--- src/rtl/fb_arbiter.sv ---
// ---------------------------------------------------------------------------
// fb_arbiter
// Shares the single fb_controller command port between one scanout read
// requester and N_WR pixel-writer requesters. Each grant issues one command
// strobe, waits for fb_controller done (or a timeout), returns a one-cycle
// acknowledge and re-arbitrates. Reads have priority, limited by a write
// starvation counter; writers are served round-robin.
//
// Ports
//   i_clk, i_rst            clock, asynchronous active-high reset
//   i_wr_req  [N_WR]        per-writer request, held until its ack
//   i_wr_x/y  [N_WR*16]     packed writer coordinates, writer i at [16i+:16]
//   i_wr_rgb  [N_WR*32]     packed writer pixel data, writer i at [32i+:32]
//   o_wr_ack  [N_WR]        one-cycle one-hot write completion
//   i_rd_req                scanout read request, held until o_rd_ack
//   i_rd_x/y  [16]          read coordinates
//   o_rd_ack                one-cycle read completion
//   o_rd_rgb  [32]          read data, valid with o_rd_ack and held after
//   o_err                   pulses with an ack when the transaction timed out
//   o_do_read/o_do_write    one-cycle command strobes to fb_controller
//   o_pix_x/y [16]          command coordinates
//   o_write_rgb [32]        command write data
//   i_read_rgb [32]         read data from fb_controller
//   i_busy, i_done          fb_controller status, done is a one-cycle pulse
// ---------------------------------------------------------------------------
module fb_arbiter #(
  parameter int unsigned N_WR       = 4,
  parameter int unsigned STARVE_MAX = 8,
  parameter int unsigned TIMEOUT    = 1024
) (
  input  logic                 i_clk,
  input  logic                 i_rst,
  input  logic [N_WR-1:0]      i_wr_req,
  input  logic [N_WR*16-1:0]   i_wr_x,
  input  logic [N_WR*16-1:0]   i_wr_y,
  input  logic [N_WR*32-1:0]   i_wr_rgb,
  output logic [N_WR-1:0]      o_wr_ack,
  input  logic                 i_rd_req,
  input  logic [15:0]          i_rd_x,
  input  logic [15:0]          i_rd_y,
  output logic                 o_rd_ack,
  output logic [31:0]          o_rd_rgb,
  output logic                 o_err,
  output logic                 o_do_read,
  output logic                 o_do_write,
  output logic [15:0]          o_pix_x,
  output logic [15:0]          o_pix_y,
  output logic [31:0]          o_write_rgb,
  input  logic [31:0]          i_read_rgb,
  input  logic                 i_busy,
  input  logic                 i_done
);

  localparam int unsigned IDX_W  = (N_WR > 1) ? $clog2(N_WR) : 1;
  localparam int unsigned TCNT_W = (TIMEOUT > 0) ? $clog2(TIMEOUT + 1) : 1;
  localparam int unsigned SCNT_W = (STARVE_MAX > 0) ? $clog2(STARVE_MAX + 1) : 1;

  typedef enum logic [1:0] {
    S_IDLE = 2'd0,
    S_CMD  = 2'd1,
    S_WAIT = 2'd2,
    S_ACK  = 2'd3
  } state_t;

  state_t              r_state;
  logic                r_gnt_rd;
  logic [IDX_W-1:0]    r_gnt_idx;
  logic [IDX_W-1:0]    r_last_wr;
  logic [TCNT_W-1:0]   r_tcnt;
  logic [SCNT_W-1:0]   r_starve;
  logic [N_WR-1:0]     r_wr_ack;
  logic                r_rd_ack;
  logic [31:0]         r_rd_rgb;
  logic                r_err;
  logic                r_do_read;
  logic                r_do_write;
  logic [15:0]         r_pix_x;
  logic [15:0]         r_pix_y;
  logic [31:0]         r_write_rgb;

  logic                w_wr_found;
  logic [IDX_W-1:0]    w_wr_idx;
  logic [IDX_W-1:0]    w_cand;
  logic [15:0]         w_sel_x;
  logic [15:0]         w_sel_y;
  logic [31:0]         w_sel_rgb;
  logic                w_starved;
  logic                w_pick_wr;
  logic                w_grant;
  logic                w_timed_out;

  // Round-robin search starting at last_wr+1. Scanning from the farthest
  // candidate down lets the nearest requesting index overwrite the result.
  always_comb begin
    w_wr_found = 1'b0;
    w_wr_idx   = '0;
    w_cand     = '0;
    for (int k = int'(N_WR); k >= 1; k--) begin
      w_cand = IDX_W'((32'(r_last_wr) + 32'(k)) % N_WR);
      if (i_wr_req[w_cand]) begin
        w_wr_found = 1'b1;
        w_wr_idx   = w_cand;
      end
    end
  end

  // Field mux for the round-robin winner.
  always_comb begin
    w_sel_x   = '0;
    w_sel_y   = '0;
    w_sel_rgb = '0;
    for (int i = 0; i < int'(N_WR); i++) begin
      if (w_wr_idx == IDX_W'(i)) begin
        w_sel_x   = i_wr_x[16*i +: 16];
        w_sel_y   = i_wr_y[16*i +: 16];
        w_sel_rgb = i_wr_rgb[32*i +: 32];
      end
    end
  end

  // A writer wins when no read is pending or reads have hit the starvation cap.
  assign w_starved   = (r_starve == SCNT_W'(STARVE_MAX));
  assign w_pick_wr   = w_wr_found && (!i_rd_req || w_starved);
  assign w_grant     = !i_busy && (i_rd_req || w_wr_found);
  assign w_timed_out = (r_tcnt == TCNT_W'(TIMEOUT));

  // Transaction sequencer with registered strobes, acks and command fields.
  always_ff @(posedge i_clk or posedge i_rst) begin
    if (i_rst) begin
      r_state     <= S_IDLE;
      r_gnt_rd    <= 1'b0;
      r_gnt_idx   <= '0;
      r_last_wr   <= IDX_W'(N_WR - 1);
      r_tcnt      <= '0;
      r_starve    <= '0;
      r_wr_ack    <= '0;
      r_rd_ack    <= 1'b0;
      r_rd_rgb    <= '0;
      r_err       <= 1'b0;
      r_do_read   <= 1'b0;
      r_do_write  <= 1'b0;
      r_pix_x     <= '0;
      r_pix_y     <= '0;
      r_write_rgb <= '0;
    end else begin
      // Strobes and acks are single-cycle pulses.
      r_do_read  <= 1'b0;
      r_do_write <= 1'b0;
      r_wr_ack   <= '0;
      r_rd_ack   <= 1'b0;
      r_err      <= 1'b0;

      case (r_state)
        S_IDLE: begin
          if (w_grant) begin
            r_state <= S_CMD;
            r_tcnt  <= '0;
            if (w_pick_wr) begin
              r_gnt_rd    <= 1'b0;
              r_gnt_idx   <= w_wr_idx;
              r_last_wr   <= w_wr_idx;
              r_starve    <= '0;
              r_do_write  <= 1'b1;
              r_pix_x     <= w_sel_x;
              r_pix_y     <= w_sel_y;
              r_write_rgb <= w_sel_rgb;
            end else begin
              r_gnt_rd  <= 1'b1;
              r_do_read <= 1'b1;
              r_pix_x   <= i_rd_x;
              r_pix_y   <= i_rd_y;
              // Only reads that bypass a waiting writer count toward starvation.
              r_starve  <= w_wr_found ? (r_starve + SCNT_W'(1)) : '0;
            end
          end
        end

        S_CMD, S_WAIT: begin
          if (i_done || w_timed_out) begin
            r_state  <= S_ACK;
            r_rd_ack <= r_gnt_rd;
            r_wr_ack <= r_gnt_rd ? '0 : (N_WR'(1) << r_gnt_idx);
            // done takes precedence over a coincident timeout.
            r_err    <= !i_done;
            if (r_gnt_rd && i_done) begin
              r_rd_rgb <= i_read_rgb;
            end
          end else begin
            r_state <= S_WAIT;
            r_tcnt  <= r_tcnt + TCNT_W'(1);
          end
        end

        S_ACK: begin
          r_state <= S_IDLE;
        end

        default: begin
          r_state <= S_IDLE;
        end
      endcase
    end
  end

  assign o_wr_ack    = r_wr_ack;
  assign o_rd_ack    = r_rd_ack;
  assign o_rd_rgb    = r_rd_rgb;
  assign o_err       = r_err;
  assign o_do_read   = r_do_read;
  assign o_do_write  = r_do_write;
  assign o_pix_x     = r_pix_x;
  assign o_pix_y     = r_pix_y;
  assign o_write_rgb = r_write_rgb;

endmodule

--- config.mk ---
export PLATFORM = sky130hd
export DESIGN_NAME = fb_arbiter
export DESIGN_NICKNAME = d
export VERILOG_FILES = /design/src/rtl/fb_arbiter.sv
export SDC_FILE = /design/constraint.sdc
export NUM_CORES = 1
export LEC_CHECK = 0
export BUFFER_PORTS_ARGS = -buffer_cell sky130_fd_sc_hd__clkbuf_2
export CAP_MARGIN = 20
export CORE_AREA = 5 5 166 168
export DETAILED_ROUTE_END_ITERATION = 12
export DIE_AREA = 0 0 171 173
export PLACE_DENSITY_LB_ADDON = 0.3
export RECOVER_POWER = 50
export SYNTH_ARGS = -nofsm -noshare
export SYNTH_HDL_FRONTEND = slang
export SYNTH_SLANG_ARGS = --single-unit
--- constraint.sdc ---
create_clock -name i_clk -period 4.9 [get_ports i_clk]
set_input_delay 0.49 -clock i_clk [delete_from_list [all_inputs] [get_ports i_clk]]
set_output_delay 0.49 -clock i_clk [all_outputs]
set_load 0.05 [all_outputs]
==> impl_summary.log, run 1 <==
[metrics] run status: finished with violations
[metrics] violated checks: max-capacitance violations, max-slew violations
[metrics] FFs w/ async S/R, synth: 100%
[metrics] Site Rows: 59
[metrics] count of buffer and inverter cells on the critical path: 2
[metrics] RSZ-0062 raised after global routing: false
[metrics] Die Y: 173 µm
[metrics] clock period minus final worst setup slack: 3.09 ns
[metrics] Max Slew Vio Count: 34
[metrics] DR pass1 iterations: 6
[metrics] max-capacitance violation count: 1
[metrics] area of the die: 29600 µm²
[metrics] Inserted Diodes: 0
[metrics] Worst Path Class, Setup: flip-flop to flip-flop
[metrics] largest net degree at the start of global routing: 95
[metrics] required time worst endpoint: around 5.2 ns
[metrics] slew of the pin with the lowest slew margin: 1.92 ns
[metrics] sequential share of the synthesized area: around 45%
[metrics] worst ir drop on vdd: approximately 0.46 mV
[metrics] synth-to-layout area growth: 43.1%
[metrics] Netlist cell types: 58
[metrics] warnings from Yosys: 0
[metrics] number of synthesized flops with an enable pin: 0
[metrics] final instance area: 9980 µm²
[metrics] number of antenna violations at the first check in global routing: 1
[metrics] worst-path maximum fanout: 29
[metrics] CTS buffer count: 17
[metrics] Max Clock Freq: 324 MHz
[metrics] global-route total usage across every layer: 18.5%
[metrics] gpl congestion: 0.830
[metrics] mean cell area of the mapped netlist: slightly above 10 µm²
[metrics] Leakage Power: 4.81 nW
[metrics] Worst EP arrival: 3.42 ns
[metrics] Net Count, Synth: 1009
[metrics] Final Cycle Share: 63.0%
[metrics] Primary FF master, synth: sky130_fd_sc_hd__dfrtp_1
[metrics] number of endpoints failing setup at the final stage: 0
[metrics] clock latency reported for the late side of the worst-skew pair: 0.41 ns
[metrics] leading post-synthesis cells by cell area: sky130_fd_sc_hd__dfrtp_1 (44%), sky130_fd_sc_hd__a22oi_1 (6.9%), sky130_fd_sc_hd__mux2i_1 (6.5%), sky130_fd_sc_hd__o221ai_1 (6.4%), sky130_fd_sc_hd__mux2_2 (5.3%)
[metrics] DRT Wirelength: 28.6 mm
[metrics] Yosys top cell area share: between 40% and 50%
[metrics] number of nets with antenna violations after routing: 0
[metrics] worst min-delay path category: input pin to async pin
[metrics] drt wl/cell: 20.0 µm
[metrics] 1st-iter DRT viols: 460
[metrics] Clock Pin Slew Worst Setup and Hold Paths: around 0.06 ns
[metrics] Detail Placement HPWL: between 20 and 25 mm
[metrics] global-route wire length before repair: between 40 and 50 mm
[metrics] largest area contributor in the netlist: sky130_fd_sc_hd__dfrtp_1
[metrics] Max-slew headroom: -28.0%
[metrics] placeable core region: ~26000 µm²
[metrics] Worst path max stage delay: 0.92 ns
[metrics] Slowest-stage cell, CP: sky130_fd_sc_hd__o211a_1
[metrics] clock tree from TritonCTS: done
[metrics] Max Buffers Root-to-Sink: 2
[metrics] via count of the first global-routing pass: around 7.6k
[metrics] placed insts: about 1.4k
[metrics] Hold Vio Cnt, Final: 0
[metrics] Root Driver: sky130_fd_sc_hd__clkbuf_16
[metrics] nets@finish: 1418
[metrics] post-CTS setup repair buffer count: 0
[metrics] initial core utilization: 27.1%
[metrics] Final TNS setup: 0 ns
[metrics] number of vias per cell after detailed routing: 5.04
[metrics] clock sinks: 126
[metrics] hold-fix buffers at CTS: 0
[metrics] power density over the cells: roughly 700 nW/µm²
[metrics] PostCTS Resize Cnt: 0
[metrics] startpoint class of the critical path: flip-flop
[metrics] layout cell share with drive strength beyond 1: 43.4%
[metrics] remaining global-route overflow: 0
[metrics] synthesized area: 6980 µm²
[metrics] number of buffer cells added on primary ports: between 400 and 500
[metrics] post-route insts no fill: roughly 1.4k
[metrics] Synth Instances: ~670
[metrics] dominant delay contributor by cell family on the critical path: compound AO/OA/AOI/OAI gates
[metrics] cell-by-cell trace of the critical path: inv_1, ha_1, nor2b_1, o211a_1, buf_4, a22oi_1, nor2b_1, a22oi_1
[metrics] H-tree levels: 4
[metrics] number of filler instances in the final layout: roughly 2.7k
[metrics] element type at the critical path end: flip-flop
[metrics] I/O pin count: 433
[metrics] DP Area: around 9400 µm²
[metrics] Horiz. Die Dim: ~170 µm
[metrics] via count of the routed design: approximately 7.2k
[metrics] flops & latches, synth: 126
[metrics] post-route clock skew: roughly 0.0089 ns
[metrics] residual DRC count: 0
-- routing by layer --
layer / routed length (µm) / track usage (%) / share of wire [%] / up-vias
met5: 7 / 0 / 0.025 / -
met4: 642 / 5.22 / 2.2 / 2
met3: 2450 / 5.37 / 8.6 / 38
met2: 14000 / 31.5 / 49 / 341
met1: 11500 / 22.7 / 40 / 3431
li1: - / - / - / 3403
-- final timing paths --
check,cells after the start,endpoint,slack (ns),from
worst max-delay path,8,o_pix_y[7],1.81,r_state[1]
worst min-delay path,2,o_write_rgb[3],0.26,i_rst
worst max register to register,8,o_pix_y[7],1.81,r_state[1]
worst min register to register,2,o_write_rgb[9],0.47,o_write_rgb[9]
max in group asynchronous,3,o_pix_x[13],2.28,i_rst
min in group i_clk,2,o_err,0.27,i_done
-- power breakdown --
part / switching (mW) / total [mW] / internal, mW
Sequential: 0.332 / 1.87 / 1.53
Clock: 0.522 / 1.28 / 0.757
Combinational: 2.76 / 3.88 / 1.12
Total: 3.61 / 7.02 / 3.41
-- cells in the final DEF, fill, tap and decap left out, drive strengths merged, types with 3 or more instances in the layout --
| cell type | instances |
|---|---|
| clkbuf | 450 |
| dfrtp | 124 |
| a22oi | 64 |
| o221ai | 51 |
| nand2 | 45 |
| mux2i | 45 |
| nor3 | 39 |
| nor2b | 35 |
| mux2 | 33 |
| nor2 | 30 |
| a21oi | 23 |
| o31ai | 22 |
| inv | 16 |
| o21ai | 14 |
| buf | 14 |
| a221oi | 13 |
| clkinv | 7 |
| nand2b | 6 |
| ha | 6 |
| nand3 | 5 |
| xnor2 | 5 |
| a21o | 4 |
| a2111oi | 4 |
| or4 | 4 |
| o211ai | 3 |
| nor3b | 3 |
-- through the flow --
step	setup slack [ns]	power (mW)	util [%]	hold slack [ns]
global placement	1.90	5.76	36.6	0.462
detailed placement	1.80	5.81	36.6	0.468
floorplan	1.06	4.74	-	0.449
CTS	1.71	7.12	38.9	0.245
global route	1.50	7.45	38.7	0.261
finish	1.81	7.02	38.7	0.260
-- worst reg2reg max path: cells and delay by family, from the launching register on --
kind                       cells  cell delay, ns
AOI/OAI and AO/OA              3            1.21
adders and majority gates      1            0.42
buffers and inverters          2            0.38
DFF                            1            0.36
and+or+nand+nor                2            0.65
-- layout make-up --
cell class,count,area (µm²),share of cell area [%]
inverters,12,50.0,0.502
multi-input cells,479,3530,35.4
flip-flops and latches,126,3160,31.6
clock buffers,17,425,4.26
well taps,335,419,4.20
repair buffers,447,2240,22.4
clock inverters,15,163,1.63
-- flip-flops by register name, indices dropped and copies added (netlist names) --
name         flops
o_rd_rgb        32
o_write_rgb     32
o_pix_x         16
o_pix_y         16
r_tcnt          11
o_wr_ack         4
r_starve         4
r_gnt_idx        2
r_last_wr        2
r_state          2
o_do_read        1
o_do_write       1
o_err            1
o_rd_ack         1
r_gnt_rd         1
-- synthesized netlist by cell type, types with 4 or more instances --
cell type                   instances
sky130_fd_sc_hd__buf_1              4
sky130_fd_sc_hd__nand2_1           45
sky130_fd_sc_hd__mux2i_1           45
sky130_fd_sc_hd__buf_2             14
sky130_fd_sc_hd__a21oi_1           23
sky130_fd_sc_hd__nand3_1            5
sky130_fd_sc_hd__buf_6              6
sky130_fd_sc_hd__ha_1               6
sky130_fd_sc_hd__xnor2_1            5
sky130_fd_sc_hd__inv_1             11
sky130_fd_sc_hd__nor3_1            39
sky130_fd_sc_hd__nor2_1            30
sky130_fd_sc_hd__a22oi_1           64
sky130_fd_sc_hd__nor2b_1           35
sky130_fd_sc_hd__mux2_2            33
sky130_fd_sc_hd__o31ai_1           22
sky130_fd_sc_hd__a2111oi_0          4
sky130_fd_sc_hd__a221oi_1          10
sky130_fd_sc_hd__dfrtp_1          124
sky130_fd_sc_hd__nand2b_1           6
sky130_fd_sc_hd__o21ai_0           12
sky130_fd_sc_hd__clkbuf_1          32
sky130_fd_sc_hd__o221ai_1          51
sky130_fd_sc_hd__a21o_1             4
-- logic make-up after synthesis --
| kind of cell | count (synthesis) | synth area share [%] |
|---|---|---|
| AO/OA/AOI/OAI | 212 | 23.5 |
| AND/OR/NAND/NOR | 178 | 13.1 |
| flip-flops | 126 | 45.2 |
| multiplexers | 78 | 11.8 |
| buffers and inverters | 69 | 4.66 |
| adder cells (fa/ha/maj) | 6 | 1.08 |
| XOR/XNOR | 5 | 0.628 |
No activity file was read; power rests on OpenSTA's default activity.
==> run 2, diff against run 1 <==
==> constraint.sdc (replaced) <==
create_clock -name i_clk -period 2.9 [get_ports i_clk]
set_input_delay 0.29 -clock i_clk [delete_from_list [all_inputs] [get_ports i_clk]]
set_output_delay 0.29 -clock i_clk [all_outputs]
set_load 0.05 [all_outputs]
==> run 2 against run 1 <==
Net effect:
- the run now ends clean
- sequential power rose by 68%
- non-clock buffer count rose by 3
- sequential share of layout area down 0.13 points
- combinational power increased by 70%
- maximum frequency grew 32%
- via count decreased by 1.3%
- clock skew increased by 0.0034 ns
- critical path type unchanged
- largest power group unchanged
==> impl_summary.log, run 2 (synthesized netlist as in run 1, its figures left out) <==
[metrics] run status: finished clean
[metrics] Max Slew Vio Count: 0 (-100%)
[metrics] part of the power in combinational logic: 55.9% (+0.7 points)
[metrics] Max Buffers Root-to-Sink: 2 (unchanged)
[metrics] hold path start: i_done
[metrics] worst-case hold path end point: o_err
[metrics] sw frac: 51.5% (+0.10 points)
[metrics] start point of the critical path: r_state[0]
[metrics] CTS buffer count: 17 (unchanged)
[metrics] final instance area: 10000 µm² (+0.43%)
[metrics] most common cell after layout, fill and taps aside: sky130_fd_sc_hd__clkbuf_2
[metrics] power density over the cells: 1170 nW/µm² (+67%)
[metrics] RSZ-0062 raised after global routing: false
[metrics] worst hold-check slack: 0.100 ns (-0.160 ns)
[metrics] Final Cycle Share: 81.0% (+18 points)
[metrics] Inserted Diodes: 0 (unchanged)
[metrics] H-tree levels: 4 (unchanged)
[metrics] DR pass1 iterations: 4 (-2)
[metrics] number of vias per cell after detailed routing: 4.97 (-1.5%)
[metrics] number of buffer cells added on primary ports: 432 (unchanged)
[metrics] post-route clock skew: 0.0123 ns (+0.00343 ns)
[metrics] required time worst endpoint: 3.24 ns (-1.99 ns)
[metrics] Max-slew headroom: 25.8% (+54 points)
[metrics] I/O pin count: 433 (unchanged)
[metrics] DP Area: 9530 µm² (+1.0%)
[metrics] via count of the first global-routing pass: 7348 (-3.2%)
[metrics] number of filler instances in the final layout: 2657 (-0.45%)
[metrics] placeable core region: 25800 µm² (unchanged)
[metrics] gpl congestion: 0.863 (+4.0%)
[metrics] nets@finish: 1421 (+0.21%)
[metrics] Hold Vio Cnt, Final: 0 (unchanged)
[metrics] source of the worst register-to-register timing path: r_state[0]
[metrics] clock tree from TritonCTS: done
[metrics] Clock Pin Slew Worst Setup and Hold Paths: 0.06 ns (about the same)
[metrics] cell-by-cell trace of the critical path: inv_1, ha_1, nor4b_4, a32o_2, a21o_1, or4_1, a21oi_1
[metrics] 1st-iter DRT viols: 377 (-18%)
[metrics] global-route wire length before repair: 41.4 mm (-4.0%)
[metrics] clock period minus final worst setup slack: 2.35 ns (-0.740 ns)
[metrics] drt wl/cell: 19.3 µm (-3.3%)
[metrics] startpoint class of the critical path: flip-flop
[metrics] Worst path max stage delay: 0.53 ns (-0.39 ns)
[metrics] capture point of the worst reg-to-reg path: r_tcnt[9]
[metrics] Hold Path Stages: 2
[metrics] remaining global-route overflow: 0 (unchanged)
[metrics] Reg power frac: 26.7% (about the same)
[metrics] internal power: 5.71 mW (+67%)
[metrics] Site Rows: 59 (unchanged)
[metrics] slew of the pin with the lowest slew margin: 1.11 ns (-0.807 ns)
[metrics] Worst EP arrival: 2.69 ns (-0.73 ns)
[metrics] P_sw: 6.06 mW (+68%)
[metrics] DRT Wirelength: 27.7 mm (-3.1%)
[metrics] largest net degree at the start of global routing: 78 (-18%)
[metrics] layout cell share with drive strength beyond 1: 43.5% (+0.063 points)
[metrics] Die Y: 173 µm (unchanged)
[metrics] commonest cells after routing, fill and taps aside: sky130_fd_sc_hd__clkbuf_2 (380), sky130_fd_sc_hd__dfrtp_1 (124), sky130_fd_sc_hd__a22oi_1 (64)
[metrics] via count of the routed design: 7121 (-1.3%)
[metrics] clock latency reported for the late side of the worst-skew pair: 0.42 ns (about the same)
[metrics] Leakage Power: 4.82 nW (about the same)
[metrics] Final TNS setup: 0 ns (unchanged)
[metrics] residual DRC count: 0 (unchanged)
[metrics] clock sinks: 126 (unchanged)
[metrics] global-route total usage across every layer: 17.9% (-0.64 points)
[metrics] number of antenna violations at the first check in global routing: 0 (-1)
[metrics] max-capacitance violation count: 0 (-1)
[metrics] area of the die: 29600 µm² (unchanged)
[metrics] Horiz. Die Dim: 171 µm (unchanged)
[metrics] post-CTS setup repair buffer count: 0 (unchanged)
[metrics] worst min-delay path category: input pin to flip-flop
[metrics] Detail Placement HPWL: 21.5 mm (-2.0%)
[metrics] element type at the critical path end: flip-flop
[metrics] Max Clock Freq: 426 MHz (+32%)
[metrics] Root Driver: sky130_fd_sc_hd__clkbuf_16
[metrics] worst ir drop on vdd: 0.785 mV (+70%)
[metrics] number of endpoints failing setup at the final stage: 0 (unchanged)
[metrics] number of nets with antenna violations after routing: 0 (unchanged)
[metrics] synth-to-layout area growth: 43.7%
[metrics] flop2flop setup slack: 0.55 ns (-1.26 ns)
[metrics] worst-path maximum fanout: 11 (-62%)
[metrics] initial core utilization: 27.1% (unchanged)
[metrics] Slowest-stage cell, CP: sky130_fd_sc_hd__or4_1
[metrics] r2r worst-path depth: 7 (-1)
[metrics] Clock Power Share: 17.5% (-0.7 points)
[metrics] Worst Path Class, Setup: flip-flop to flip-flop
==> run 2: per-layer routing <==
metal | vias up | wire (µm) | global-route usage, %
li1 | 3412 | - | -
met1 | 3354 | 10800 | 21.0
met2 | 319 | 13800 | 31.2
met3 | 36 | 2360 | 5.09
met4 | 0 | 688 | 5.71
met5 | - | 0 | 0
==> run 2: worst max-delay path, delay by kind of cell (launching register included) <==
family / cells / cell delay (ns)
flops: 1 / 0.34
simple gates: 2 / 0.71
buf+inv: 1 / 0.06
fa+ha+maj: 1 / 0.42
compound gates: 3 / 0.74
==> run 2: worst max-delay path by stage <==
stage | to | slack [ns] | depth (start not counted)
2_1_floorplan | r_tcnt[8] | 0.68 | 9
3_3_place_gp | r_tcnt[10] | 0.60 | 7
3_5_place_dp | r_tcnt[9] | 0.55 | 7
4_1_cts | r_tcnt[9] | 0.55 | 7
5_1_grt | r_tcnt[9] | 0.38 | 7
6_report | r_tcnt[9] | 0.55 | 7
==> run 2: what timing repair did <==
item                                   in CTS  in global routing
resized for setup                           0                  0
endpoints found under the hold margin      12                  0
hold buffers                                1                  0
==> run 2: through the flow <==
step	power, mW	setup slack, ns	cells	util (%)
after global placement	9.79	0.600	1401	37.0
after detailed placement	9.89	0.550	1401	37.0
final	11.8	0.552	1434	38.9
after CTS	12.0	0.550	1434	39.2
after global routing	12.5	0.378	1434	38.9
after floorplan	8.00	0.685	674	-
==> run 2: area by class of cell <==
class	count	area (µm²)	area share (%)
well taps	335	419	4.18
clock buffers	18	429	4.28
multi-input cells	479	3530	35.2
repair buffers	450	2310	23.0
clock inverters	14	136	1.36
inverters	12	46.3	0.462
flip-flops and latches	126	3160	31.5
==> run 2: power by group through the flow <==
stage | sequential (mW) | combinational [mW] | clock, mW
finish | 3.14 | 6.58 | 2.06
floorplan | 5.42 | 2.59 | 0
global placement | 3.15 | 6.65 | 0
global route | 3.25 | 7.02 | 2.21
CTS | 3.14 | 6.74 | 2.13
detailed placement | 3.17 | 6.72 | 0
==> run 3, diff against run 2 <==
--- a/config.mk
+++ b/config.mk
@@ -5,11 +5,12 @@
 export SDC_FILE = /design/constraint.sdc
 export NUM_CORES = 1
 export LEC_CHECK = 0
+export ABC_AREA = 1
 export BUFFER_PORTS_ARGS = -buffer_cell sky130_fd_sc_hd__clkbuf_2
 export CAP_MARGIN = 20
-export CORE_AREA = 5 5 166 168
+export CORE_AREA = 5 5 165 167
 export DETAILED_ROUTE_END_ITERATION = 12
-export DIE_AREA = 0 0 171 173
+export DIE_AREA = 0 0 170 172
 export PLACE_DENSITY_LB_ADDON = 0.3
 export RECOVER_POWER = 50
 export SYNTH_ARGS = -nofsm -noshare
==> constraint.sdc (replaced) <==
create_clock -name i_clk -period 2.1 [get_ports i_clk]
set_input_delay 0.21 -clock i_clk [delete_from_list [all_inputs] [get_ports i_clk]]
set_output_delay 0.21 -clock i_clk [all_outputs]
set_load 0.05 [all_outputs]
==> run 3 against run 2 <==
Net effect:
- the flow now finishes with violations (negative setup slack)
- via count increased by 26%
- first-iteration DRC count increased by 43%
- sequential share of layout area decreased by 5.0 points
- final cell count increased by 32%
- synthesized area increased by 10%
- hold slack got worse by 0.077 ns
- maximum frequency increased by 11%
- synthesized cell count increased by 57%
- critical endpoint is now o_pix_y[9]
==> impl_summary.log, run 3 <==
[metrics] run status: finished with violations
[metrics] violated checks: negative setup slack
[metrics] gpl congestion: 0.896 (+3.8%)
[metrics] Site Rows: 59 (unchanged)
[metrics] capture point of the worst reg-to-reg path: o_pix_y[9]
[metrics] Max Slew Vio Count: 0 (unchanged)
[metrics] slew of the pin with the lowest slew margin: 1.29 ns (+0.174 ns)
[metrics] cell-by-cell trace of the critical path: buf_12, nand2_1, nand2_2, nand2_1, nand2_1, nand2_2, nand2_2, nand2_4, nand2_8, nor2_4, buf_4, clkbuf_16, nand2_1, nand3_1, nand2_1, nand2_1
[metrics] worst min-delay path category: input pin to flip-flop
[metrics] area of the multi-input gates: 3920 µm² (+11%)
[metrics] Yosys top cell area share: 40.3% (-4.2 points)
[metrics] commonest cells after routing, fill and taps aside: sky130_fd_sc_hd__clkbuf_2 (417), sky130_fd_sc_hd__nand2_1 (321), sky130_fd_sc_hd__nand3_1 (124), sky130_fd_sc_hd__dfrtp_1 (124), sky130_fd_sc_hd__inv_1 (108)
[metrics] total area of sequential cells: 3160 µm² (unchanged)
[metrics] Max-slew headroom: 14.1% (-12 points)
[metrics] post-route clock skew: 0.0126 ns (+0.000280 ns)
[metrics] drt wl/cell: 17.2 µm (-11%)
[metrics] leading post-synthesis cells by instance count: sky130_fd_sc_hd__nand2_1 (331), sky130_fd_sc_hd__nand3_1 (131), sky130_fd_sc_hd__dfrtp_1 (124)
[metrics] clock sinks: 126 (unchanged)
[metrics] source of the worst register-to-register timing path: r_last_wr[0]
[metrics] synth-to-layout area growth: 55.1%
[metrics] number of antenna violations at the first check in global routing: 0 (unchanged)
[metrics] post-route insts no fill: 1890 (+32%)
[metrics] mean cell area of the mapped netlist: 7.25 µm² (-30%)
[metrics] cell with the most instances on the worst path: sky130_fd_sc_hd__nand2_1
[metrics] number of nets with antenna violations after routing: 0 (unchanged)
[metrics] number of buffer cells added on primary ports: 432 (unchanged)
[metrics] power density over the cells: 1980 nW/µm² (+68%)
[metrics] Hold Vio Cnt, Final: 0 (unchanged)
[metrics] global-route total usage across every layer: 20.5% (+2.6 points)
[metrics] worst hold-check slack: 0.0236 ns (-0.0766 ns)
[metrics] flop2flop setup slack: -0.03 ns (-0.58 ns)
[metrics] r2r worst-path depth: 16 (+9)
[metrics] most frequently used cell type in the post-synthesis netlist: sky130_fd_sc_hd__nand2_1
[metrics] CTS buffer count: 17 (unchanged)
[metrics] DRT Wirelength: 32.5 mm (+18%)
[metrics] residual DRC count: 0 (unchanged)
[metrics] Max Clock Freq: 471 MHz (+11%)
[metrics] I/O pin count: 433 (unchanged)
[metrics] via count of the routed design: 8978 (+26%)
[metrics] layout cell share with drive strength beyond 1: 39.8% (-3.7 points)
[metrics] Inserted Diodes: 0 (unchanged)
[metrics] placed insts: 1811 (+29%)
[metrics] Worst Path Class, Setup: flip-flop to flip-flop
[metrics] Detail Placement HPWL: 24.9 mm (+16%)
[metrics] largest net degree at the start of global routing: 52 (-33%)
[metrics] Horiz. Die Dim: 170 µm (-0.58%)
[metrics] sequential share of the synthesized area: 41.0% (-4.2 points)
[metrics] Clock Pin Slew Worst Setup and Hold Paths: 0.07 ns (about the same)
[metrics] area of the die: 29200 µm² (-1.2%)
[metrics] required time worst endpoint: 2.40 ns (-0.84 ns)
[metrics] synthesized area: 7700 µm² (+10%)
[metrics] Worst EP arrival: 2.42 ns (-0.27 ns)
[metrics] worst ir drop on vdd: 1.03 mV (+32%)
[metrics] number of synthesized flops with an enable pin: 0 (unchanged)
[metrics] Max Buffers Root-to-Sink: 2 (unchanged)
[metrics] sum of internal, switching and leakage power: 23.6 mW (+100%)
[metrics] clock latency reported for the late side of the worst-skew pair: 0.42 ns (about the same)
[metrics] most common cell after layout, fill and taps aside: sky130_fd_sc_hd__clkbuf_2
[metrics] Critical Path Sink: o_pix_y[9]
[metrics] Leakage Power: 6.77 nW (+41%)
[metrics] Worst path max stage delay: 0.56 ns (+0.03 ns)
[metrics] via count of the first global-routing pass: 8916 (+21%)
[metrics] Root Driver: sky130_fd_sc_hd__clkbuf_16
[metrics] global-route wire length before repair: 47.1 mm (+14%)
[metrics] 1st-iter DRT viols: 540 (+43%)
[metrics] warnings from Yosys: 0 (unchanged)
[metrics] remaining global-route overflow: 0 (unchanged)
[metrics] clock period minus final worst setup slack: 2.13 ns (-0.223 ns)
[metrics] largest area contributor in the netlist: sky130_fd_sc_hd__dfrtp_1
[metrics] start point of the critical path: r_last_wr[0]
[metrics] FFs w/ async S/R, synth: 100% (unchanged)
[metrics] startpoint class of the critical path: flip-flop
[metrics] Primary FF master, synth: sky130_fd_sc_hd__dfrtp_1
[metrics] number of filler instances in the final layout: 2613 (-1.7%)
[metrics] number of endpoints failing setup at the final stage: 13 (+13)
[metrics] flops & latches, synth: 126 (unchanged)
[metrics] initial core utilization: 30.0% (+3.0 points)
[metrics] Net Count, Synth: 1396 (+38%)
[metrics] clock tree from TritonCTS: done
[metrics] Netlist cell types: 33 (-43%)
[metrics] nets@finish: 1877 (+32%)
[metrics] Die Y: 172 µm (-0.58%)
[metrics] number of vias per cell after detailed routing: 4.75 (-4.3%)
[metrics] H-tree levels: 4 (unchanged)
[metrics] Slowest-stage cell, CP: sky130_fd_sc_hd__dfstp_2
[metrics] Synth Instances: 1061 (+57%)
[metrics] placeable core region: 25600 µm² (-0.57%)
[metrics] DR pass1 iterations: 6 (+2)
[metrics] element type at the critical path end: flip-flop
[metrics] leading post-synthesis cells by cell area: sky130_fd_sc_hd__dfrtp_1 (40%), sky130_fd_sc_hd__nand2_1 (16%), sky130_fd_sc_hd__nand3_1 (8.5%), sky130_fd_sc_hd__inv_1 (5.4%), sky130_fd_sc_hd__o21ai_0 (4.9%)
[metrics] final worst-path setup slack: -0.0250 ns (-0.577 ns)
[metrics] Final Cycle Share: 101% (+20 points)
[metrics] RSZ-0062 raised after global routing: true
[metrics] worst-path maximum fanout: 12 (+1)
[metrics] max-capacitance violation count: 0 (unchanged)
run 3: changes by cell type in the layout (fill, tap and decap cells not counted), moves of 33 or more:
cell,previous run,this run
sky130_fd_sc_hd__a22oi_1,64,23
sky130_fd_sc_hd__clkbuf_1,54,18
sky130_fd_sc_hd__clkbuf_2,380,417
sky130_fd_sc_hd__inv_1,10,108
sky130_fd_sc_hd__mux2i_1,45,0
sky130_fd_sc_hd__nand2_1,45,321
sky130_fd_sc_hd__nand3_1,5,124
sky130_fd_sc_hd__nand4_1,2,35
sky130_fd_sc_hd__nor2b_1,35,0
sky130_fd_sc_hd__nor3_1,39,4
sky130_fd_sc_hd__o21ai_0,12,59
sky130_fd_sc_hd__o21ai_1,0,50
sky130_fd_sc_hd__o221ai_1,51,0
run 3: worst min path at each step:
stage                               to  depth (start not counted)           start  slack [ns]
after CTS                   o_pix_x[8]                          3       i_rd_x[8]      0.0002
final                      o_rd_rgb[9]                          2   i_read_rgb[9]        0.02
after detailed placement   o_pix_x[11]                          3           i_rst        0.33
after global routing      o_rd_rgb[17]                          2  i_read_rgb[17]       0.009
after global placement     o_pix_x[11]                          3           i_rst        0.33
after floorplan                  o_err                          1          i_done        0.28
run 3: cells by family after synthesis:
kind of cell / share of synthesized area (%)
flip-flops: 41.0
adder cells (fa/ha/maj): 0.975
multiplexers: 4.68
AO/OA/AOI/OAI: 11.1
AND/OR/NAND/NOR: 30.5
buffers and inverters: 10.6
XOR/XNOR: 1.14
run 3: stage by stage:
step	setup slack, ns	TNS (ns)	util [%]	cell area, µm²
after floorplan	0.174	0	-	7700
after global placement	-0.0353	-0.124	41.4	10600
after detailed placement	-0.0647	-0.644	41.4	10600
after CTS	0.0118	0	45.1	11600
after global routing	-0.165	-8.02	46.6	11900
final	-0.0250	-0.140	46.6	11900
run 3: cell type report:
| class | instances | area share [%] |
|---|---|---|
| clock buffers | 17 | 3.56 |
| clock inverters | 15 | 1.47 |
| inverters | 129 | 4.21 |
| multi-input cells | 739 | 32.9 |
| flip-flops and latches | 126 | 26.4 |
| well taps | 335 | 3.51 |
| repair buffers | 529 | 27.9 |
run 3: layer usage:
metal	routed length, µm	part of all wire (%)	global-route usage, %
met3	2210	6.8	4.64
met5	0	0	0
met4	922	2.8	7.71
met1	13400	41	25.3
met2	16000	49	35.2
run 3: worst max-delay path, delay by kind of cell (launching register included):
kind	cells	cell delay, ns
AND/OR/NAND/NOR	13	1.00
flip-flops	1	0.56
buffers and inverters	3	0.44
run 3: report_power, final:
part / switching (mW) / internal [mW]
Sequential: 0.649 / 3.48
Combinational: 10.8 / 5.57
Clock: 1.27 / 1.79
run 3: timing repair:
item,in CTS,in global routing
endpoints found under the setup margin,22,87
hold buffers,33,0
setup buffers,0,7
pin swaps,0,4
hold endpoints to repair,156,0
gates cloned,0,7
resized for setup,6,71
